`config.mk`:
```
export PLATFORM = sky130hd
export DESIGN_NAME = grant_tenure_ctrl
export DESIGN_NICKNAME = d
export VERILOG_FILES = /design/src/rtl/grant_tenure_ctrl.sv
export SDC_FILE = /design/constraint.sdc
export NUM_CORES = 1
export LEC_CHECK = 0
export ABC_CLOCK_PERIOD_IN_PS = 2500
export CAP_MARGIN = 10
export CORE_AREA = 2 2 39 41
export DETAILED_ROUTE_END_ITERATION = 7
export DIE_AREA = 0 0 41 43
export PLACE_DENSITY = 0.78
export SLEW_MARGIN = 15
export SYNTH_ARGS = -nofsm -noshare
export SYNTH_HDL_FRONTEND = slang
export SYNTH_SLANG_ARGS = --single-unit
```
`constraint.sdc`:
```
create_clock -name i_ck -period 2.5 [get_ports i_ck]
set_input_delay 0.75 -clock i_ck [delete_from_list [all_inputs] [get_ports i_ck]]
set_output_delay 0.75 -clock i_ck [all_outputs]
set_load 0.02 [all_outputs]
```
`src/rtl/grant_tenure_ctrl.sv`:
```
// Grant tenure controller: forwards the FSM grant to the client, bounds its tenure,
// drains busy clients and pulses revoke-request/revoke-done. Optional stats: GRANT_TENURE_STATS_EN.
module grant_tenure_ctrl #(
    parameter int unsigned MAX_TENURE = 16,
    parameter int unsigned COOLDOWN   = 4,
    localparam int unsigned CNT_W     = $clog2(MAX_TENURE)
) (
    input  logic             i_ck,
    input  logic             i_arst,
    input  logic             i_grant,
    input  logic             i_clientReq,
    input  logic             i_clientBusy,
    output logic             o_clientGrant,
    output logic             o_revokeReq,
    output logic             o_revokeDone,
    output logic [CNT_W-1:0] o_tenureCount
`ifdef GRANT_TENURE_STATS_EN
    ,
    output logic [7:0]       o_timeoutCnt
`endif
);

    localparam int unsigned COOL_W = $clog2(COOLDOWN);
    localparam logic [CNT_W-1:0]  TEN_LAST  = CNT_W'(MAX_TENURE - 1);
    localparam logic [COOL_W-1:0] COOL_LOAD = COOL_W'(COOLDOWN - 1);

    typedef enum logic [1:0] {
        S_IDLE,
        S_ACTIVE,
        S_DRAIN,
        S_COOLDOWN
    } state_t;

    state_t              r_state;
    state_t              w_stateNx;
    logic [CNT_W-1:0]    r_tenure;
    logic [CNT_W-1:0]    w_tenureNx;
    logic [COOL_W-1:0]   r_cool;
    logic [COOL_W-1:0]   w_coolNx;
    logic                w_trigger;

    always_ff @(posedge i_ck or posedge i_arst) begin
        if (i_arst) begin
            r_state  <= S_IDLE;
            r_tenure <= '0;
            r_cool   <= '0;
        end else begin
            r_state  <= w_stateNx;
            r_tenure <= w_tenureNx;
            r_cool   <= w_coolNx;
        end
    end

    assign w_trigger = !i_clientReq || (r_tenure == TEN_LAST);

    // Loss of i_grant in ACTIVE/DRAIN is an abort and outranks the trigger.
    always_comb begin
        w_stateNx  = r_state;
        w_tenureNx = r_tenure;
        w_coolNx   = r_cool;
        case (r_state)
            S_IDLE: begin
                if (i_grant) begin
                    w_stateNx  = S_ACTIVE;
                    w_tenureNx = '0;
                end
            end
            S_ACTIVE: begin
                if (!i_grant) begin
                    w_stateNx = S_IDLE;
                end else if (w_trigger) begin
                    if (i_clientBusy) begin
                        w_stateNx = S_DRAIN;
                    end else begin
                        w_stateNx = S_COOLDOWN;
                        w_coolNx  = COOL_LOAD;
                    end
                end else begin
                    w_tenureNx = r_tenure + CNT_W'(1);
                end
            end
            S_DRAIN: begin
                if (!i_grant) begin
                    w_stateNx = S_IDLE;
                end else if (!i_clientBusy) begin
                    w_stateNx = S_COOLDOWN;
                    w_coolNx  = COOL_LOAD;
                end
            end
            S_COOLDOWN: begin
                if (r_cool == '0) begin
                    w_stateNx = S_IDLE;
                end else begin
                    w_coolNx = r_cool - COOL_W'(1);
                end
            end
            default: w_stateNx = S_IDLE;
        endcase
    end

    assign o_clientGrant = (r_state == S_ACTIVE) || (r_state == S_DRAIN);
    assign o_revokeReq   = (r_state == S_COOLDOWN) && (r_cool == COOL_LOAD);
    assign o_revokeDone  = (r_state == S_COOLDOWN) && (r_cool == '0);
    assign o_tenureCount = r_tenure;

`ifdef GRANT_TENURE_STATS_EN
    logic [7:0] r_timeoutCnt;
    logic       w_tmoInc;

    // A trigger with the client still requesting can only be the tenure limit.
    assign w_tmoInc = (r_state == S_ACTIVE) && i_grant && i_clientReq && (r_tenure == TEN_LAST);

    always_ff @(posedge i_ck or posedge i_arst) begin
        if (i_arst) begin
            r_timeoutCnt <= '0;
        end else if (w_tmoInc && (r_timeoutCnt != 8'hFF)) begin
            r_timeoutCnt <= r_timeoutCnt + 8'd1;
        end
    end

    assign o_timeoutCnt = r_timeoutCnt;
`endif

endmodule

```
# Word-level counts from Yosys, hierarchy flattened
# Cells that the tools add are included.
[word_totals]
reg_bits = 8
word_cells = 49
out_inout_bits = 7
[classes]
reduce_logical = 12
n_addsub = 2
n_mux = 18
eq_ne = 14
[op_table]
columns = ["operator", "count"]
rows = [
  ["2-to-1 mux 2 bit", 11],
  ["!= test 2 bit, second input constant", 7],
  ["2-to-1 mux 4 bit", 3],
  ["one-hot mux 2 bit (4 select lines)", 1],
  ["one-hot mux 4 bit (2 select lines)", 1],
  ["AND reduction 4 bit", 2],
  ["== test 2 bit, second input constant", 3],
  ["!= test 3 bit, second input constant", 2],
  ["one-hot mux 2 bit (3 select lines)", 1],
  ["AND reduction 5 bit", 1],
  ["adder 4 x 1 -> 4 bit, second input constant", 1],
  ["== test 4 bit, second input constant", 1],
  ["zero test 2 bit", 2],
  ["nonzero test 3 bit", 1],
  ["== test 2 x 1 -> 1 bit, second input constant", 1],
  ["logical AND 1 bit", 2],
  ["logical OR 1 bit", 2],
  ["nonzero test 2 bit", 1],
  ["subtractor 2 x 1 -> 2 bit, second input constant", 1],
  ["zero test 1 bit", 1],
  ["2-to-1 mux 1 bit", 1],
]

# Logic depth before layout (Yosys ltp)
[logic_depth]
ltp_word = 5
ltp_mapped = 6
ltp_nobuf = 6

# Least setup slack after synthesis
# OpenSTA, ideal clock, no wires.
[synth_timing]
path_type = "register to register"
from = "reg r_tenure[0] (netlist: o_tenureCount[0])"
to = "reg r_tenure[0] (netlist: o_tenureCount[0])"
slack_ns = 0.888
t_required_ns = 2.376
path_stages_with_launch = 6
t_arrival_ns = 1.488
path_buffers = 0
cell_sequence = "dfrtp_1 > ha_1 > and2_4 > a21o_1 > and3_1 > a211o_1"
[synth_via]
elab_chain_cells = 4
word_cells_on_any_way = 8
classes_between = "add/sub: 1; eq/ne: 2; mux: 3; reduce/logical: 2"
[synth_rtl]
columns = ["element", "line_no", "rtl"]
rows = [
  ["start, declared", "36", "logic [CNT_W-1:0] r_tenure;"],
  ["start signal, assigned", "49", "r_tenure <= w_tenureNx;"],
  ["adder 4 x 1 -> 4 bit / == test 4 bit (equally long branches)", "79, 54", ""],
  ["2-to-1 mux 4 bit / logical OR 1 bit (equally long branches)", "71, 54", ""],
  ["2-to-1 mux 4 bit / != test 2 bit (equally long branches)", "-", ""],
  ["one-hot mux 4 bit (2 select lines) / AND reduction 4 bit (equally long branches)", "-", ""],
]
# Parallel ways exist; a longest one is shown, timed or not. The select of a mux whose other input is x is not followed.
# A chain may end at the register's enable or synchronous reset.

# Worst setup path after layout
[layout_timing]
from = "reg r_state[1]"
to = "out o_revokeReq"
[layout_via]
elab_chain_cells = 2
[layout_rtl]
columns = ["element", "line_no", "rtl"]
rows = [
  ["start, declared", "34", "state_t r_state;"],
  ["start signal, assigned", "48", "r_state <= w_stateNx;"],
  ["== test 2 bit", "102", "assign o_revokeReq = (r_state == S_COOLDOWN) && (r_cool == COOL_LOAD);"],
  ["logical AND 1 bit", "102", ""],
  ["end, declared", "14", "output logic o_revokeReq,"],
]
# No other way between the ends.

==> impl_metrics.py <==
metrics = {
    "run_status": {
        "status": "completed",
    },
    "synth": {
        "netlist.area_leader.share": 0.334,
        "synth_compound_gate_area_share": 0.209,
        "synthAdderAreaFrac": 0.146,
        "synth_flop_cell": "dfrtp_1",
        "synthCells": 63,
        "yosysUniqueCellTypes": 30,
        "synth.area.top_cells": "dfrtp_1 33%, ha_1 15%, mux2i_1 5.0%, inv_1 4.4%, nand2b_1 4.2%",
        "netlist_area_sq_um": 599,
        "ys_ff_latch": 8,
        "syn_nets": 75,
        "synth_top_family_by_area": "compound AO/OA/AOI/OAI gates",
        "synthArstFlopShare": 1.00,
        "yosys_warnings": 0,
        "ys_top_cells_by_count": "8 x dfrtp_1, 7 x ha_1, 7 x inv_1",
        "seq_area_frac_synth": 0.334,
        "yosysTopAreaCell": "dfrtp_1",
        "synth_edf_count": 0,
        "synthXorXnorAreaFrac": 0,
        "avgSynthCellArea_sq_um": 9.51,
        "synth_simple_gate_area_share": 0.209,
        "muxShareOfSynthArea": 0.0501,
        "synth_most_common_cell": "dfrtp_1",
    },
    "clock_network": {
        "clk_latency_ns": 0.26,
        "htree_levels": 1,
        "cts_tree": "done",
        "cts_buffers": 3,
        "cts_resized": 0,
        "clock_sinks": 8,
        "postCtsSetupBuffers": 0,
        "cts_buffer_depth": 2,
        "hold_buffers": 0,
        "clkTransAtPathRegs_ns": 0.06,
        "root_buffer": "clkbuf_4",
    },
    "routing": {
        "dr.first_iter.drc_count": 11,
        "dr.pass1.iters": 3,
        "routed-via-count": 505,
        "route.detailed.drc": 0,
        "drt_wl_total_mm": 1.17,
        "via_per_inst": 5.43,
        "wl_per_cell_um": 12.6,
        "ant_nets": 0,
    },
    "die": {
        "rows": 14,
        "die_x_um": 41,
        "fp.dieH_um": 43,
        "core_sq_um": 1380,
        "pin_count": 12,
        "initial_core_util": 0.433,
        "die_area_sq_um": 1760,
    },
    "global_route": {
        "track_usage": 0.174,
        "grt_max_degree": 10,
        "grt_pass1_vias": 457,
        "grt_overflow_total": 0,
        "grt_pass1_wl_mm": 1.96,
        "antenna_found_initial": 0,
    },
    "cells_and_area": {
        "multi_input_area_sq_um": 368,
        "drive_above_1_share": 0.130,
        "diodes": 0,
        "fin_cells": 93,
        "n_fill_cell": 136,
        "final_nets": 91,
        "register_area_sq_um": 200,
        "syn_to_final_growth_pct": 25.9,
    },
    "timing": {
        "slew_headroom": 0.716,
        "finalCriticalPeriod_ns": 2.37,
        "worstMarginPinSlew_ns": 0.420,
        "final_max_slew_viol_count": 0,
        "finClkSkew_ns": 0.00362,
        "setup_violations": 0,
        "fin_crit_sh": 0.948,
        "setup_tns_ns": 0,
        "max_freq_mhz": 422,
        "hold_viol": 0,
        "rsz0062_at_grt": "false",
    },
    "worst_setup_path": {
        "crit_path_start_kind": "flip-flop",
        "crit_fanout": 5,
        "arrival_ns": 1.62,
        "r2r_cells": 6,
        "crit_type": "reg -> out",
        "end_kind": "output pin",
        "required_ns": 1.75,
    },
    "run": {
        "cap_viol_max_count": 0,
    },
    "placed_design": {
        "io_buffers": 11,
        "gp_congestion": 0.809,
        "dp_hpwl_um": 892,
        "placedCellCount": 90,
    },
    "hold_path": {
        "hold_path_class": "reg -> reg",
        "holdPathStages": 1,
    },
    "power_and_ir_drop": {
        "power_density_nw_per_um2": 937,
        "power_switching_share": 0.418,
        "ir_worst_vdd_v": 0.000494,
        "switchingPower_mw": 0.295,
        "p_seq_frac": 0.307,
        "comb_power_share": 0.548,
        "clkPwrFrac": 0.145,
        "p_leak_nw": 0.372,
        "p_int_mw": 0.412,
    },
}
stage by stage:
stage	instance area, sq um	worst slack, ns	util	power, mW	hold WS, ns
4_1_cts	754	0.125	0.545	0.714	0.511
6_report	754	0.131	0.545	0.707	0.506
3_5_place_dp	732	0.346	0.529	0.608	0.507
2_1_floorplan	599	0.888	-	0.480	0.470
3_3_place_gp	732	0.393	0.529	0.600	0.502
5_1_grt	754	0.0357	0.545	0.769	0.560
per-layer routing:
metal | wire length, um | vias up | GRT usage
met2 | 532 | 11 | 0.238
li1 | - | 262 | -
met4 | 47 | 0 | 0.120
met5 | 0 | - | 0
met1 | 553 | 227 | 0.219
met3 | 42 | 5 | 0.0628
final timing paths:
path / startpoint / to / slack (ns)
max: r_state[1] / o_revokeReq / 0.13
min: r_cool[0] / r_cool[0] / 0.51
max reg2reg: r_state[1] / o_tenureCount[1] / 0.78
min reg2reg: r_cool[0] / r_cool[0] / 0.51
max in group asynchronous: i_arst / r_cool[0] / 1.52
min in group asynchronous: i_arst / o_tenureCount[0] / 0.74
critical path, cell delays in order, from the launching register on:
cell	delay, ns
dfrtp_1	0.39
ha_1	0.23
and2_1	0.14
clkdlybuf4s50_1	0.60
layout make-up:
type,count,area share
Sequential cell,8,0.265
Tap cell,16,0.0265
Clock buffer,3,0.0299
Multi-Input combinational cell,47,0.488
Timing Repair Buffer,12,0.156
Inverter,7,0.0348
power groups by stage:
stage	clock network [mW]	registers [mW]	logic, mW
global route	0.115	0.224	0.429
floorplan	0	0.239	0.240
CTS	0.106	0.217	0.390
global placement	0	0.219	0.381
finish	0.103	0.217	0.388
detailed placement	0	0.220	0.387
registers in the layout, indices dropped and copies added (netlist names):
name / flops
o_tenureCount: 4
r_cool: 2
r_state: 2
placed cells by master, fill, tap and decap left out, types with 2 or more instances in the layout:
cell	n
a41oi_1	2
a211o_1	2
nand4_1	2
ha_1	7
inv_1	7
a21oi_1	4
nand2_1	2
and3_2	2
nand2b_1	4
clkbuf_4	3
clkdlybuf4s50_1	11
dfrtp_1	8
o21bai_1	2
mux2i_1	3
cells by family (layout without fill, tap and decap cells):
kind of cell	after synthesis	count (layout)
mux	3	3
buf+inv	8	22
flops	8	8
fa+ha+maj	7	7
simple gates	20	20
compound gates	17	17
No activity file was read; power rests on OpenSTA's default activity.
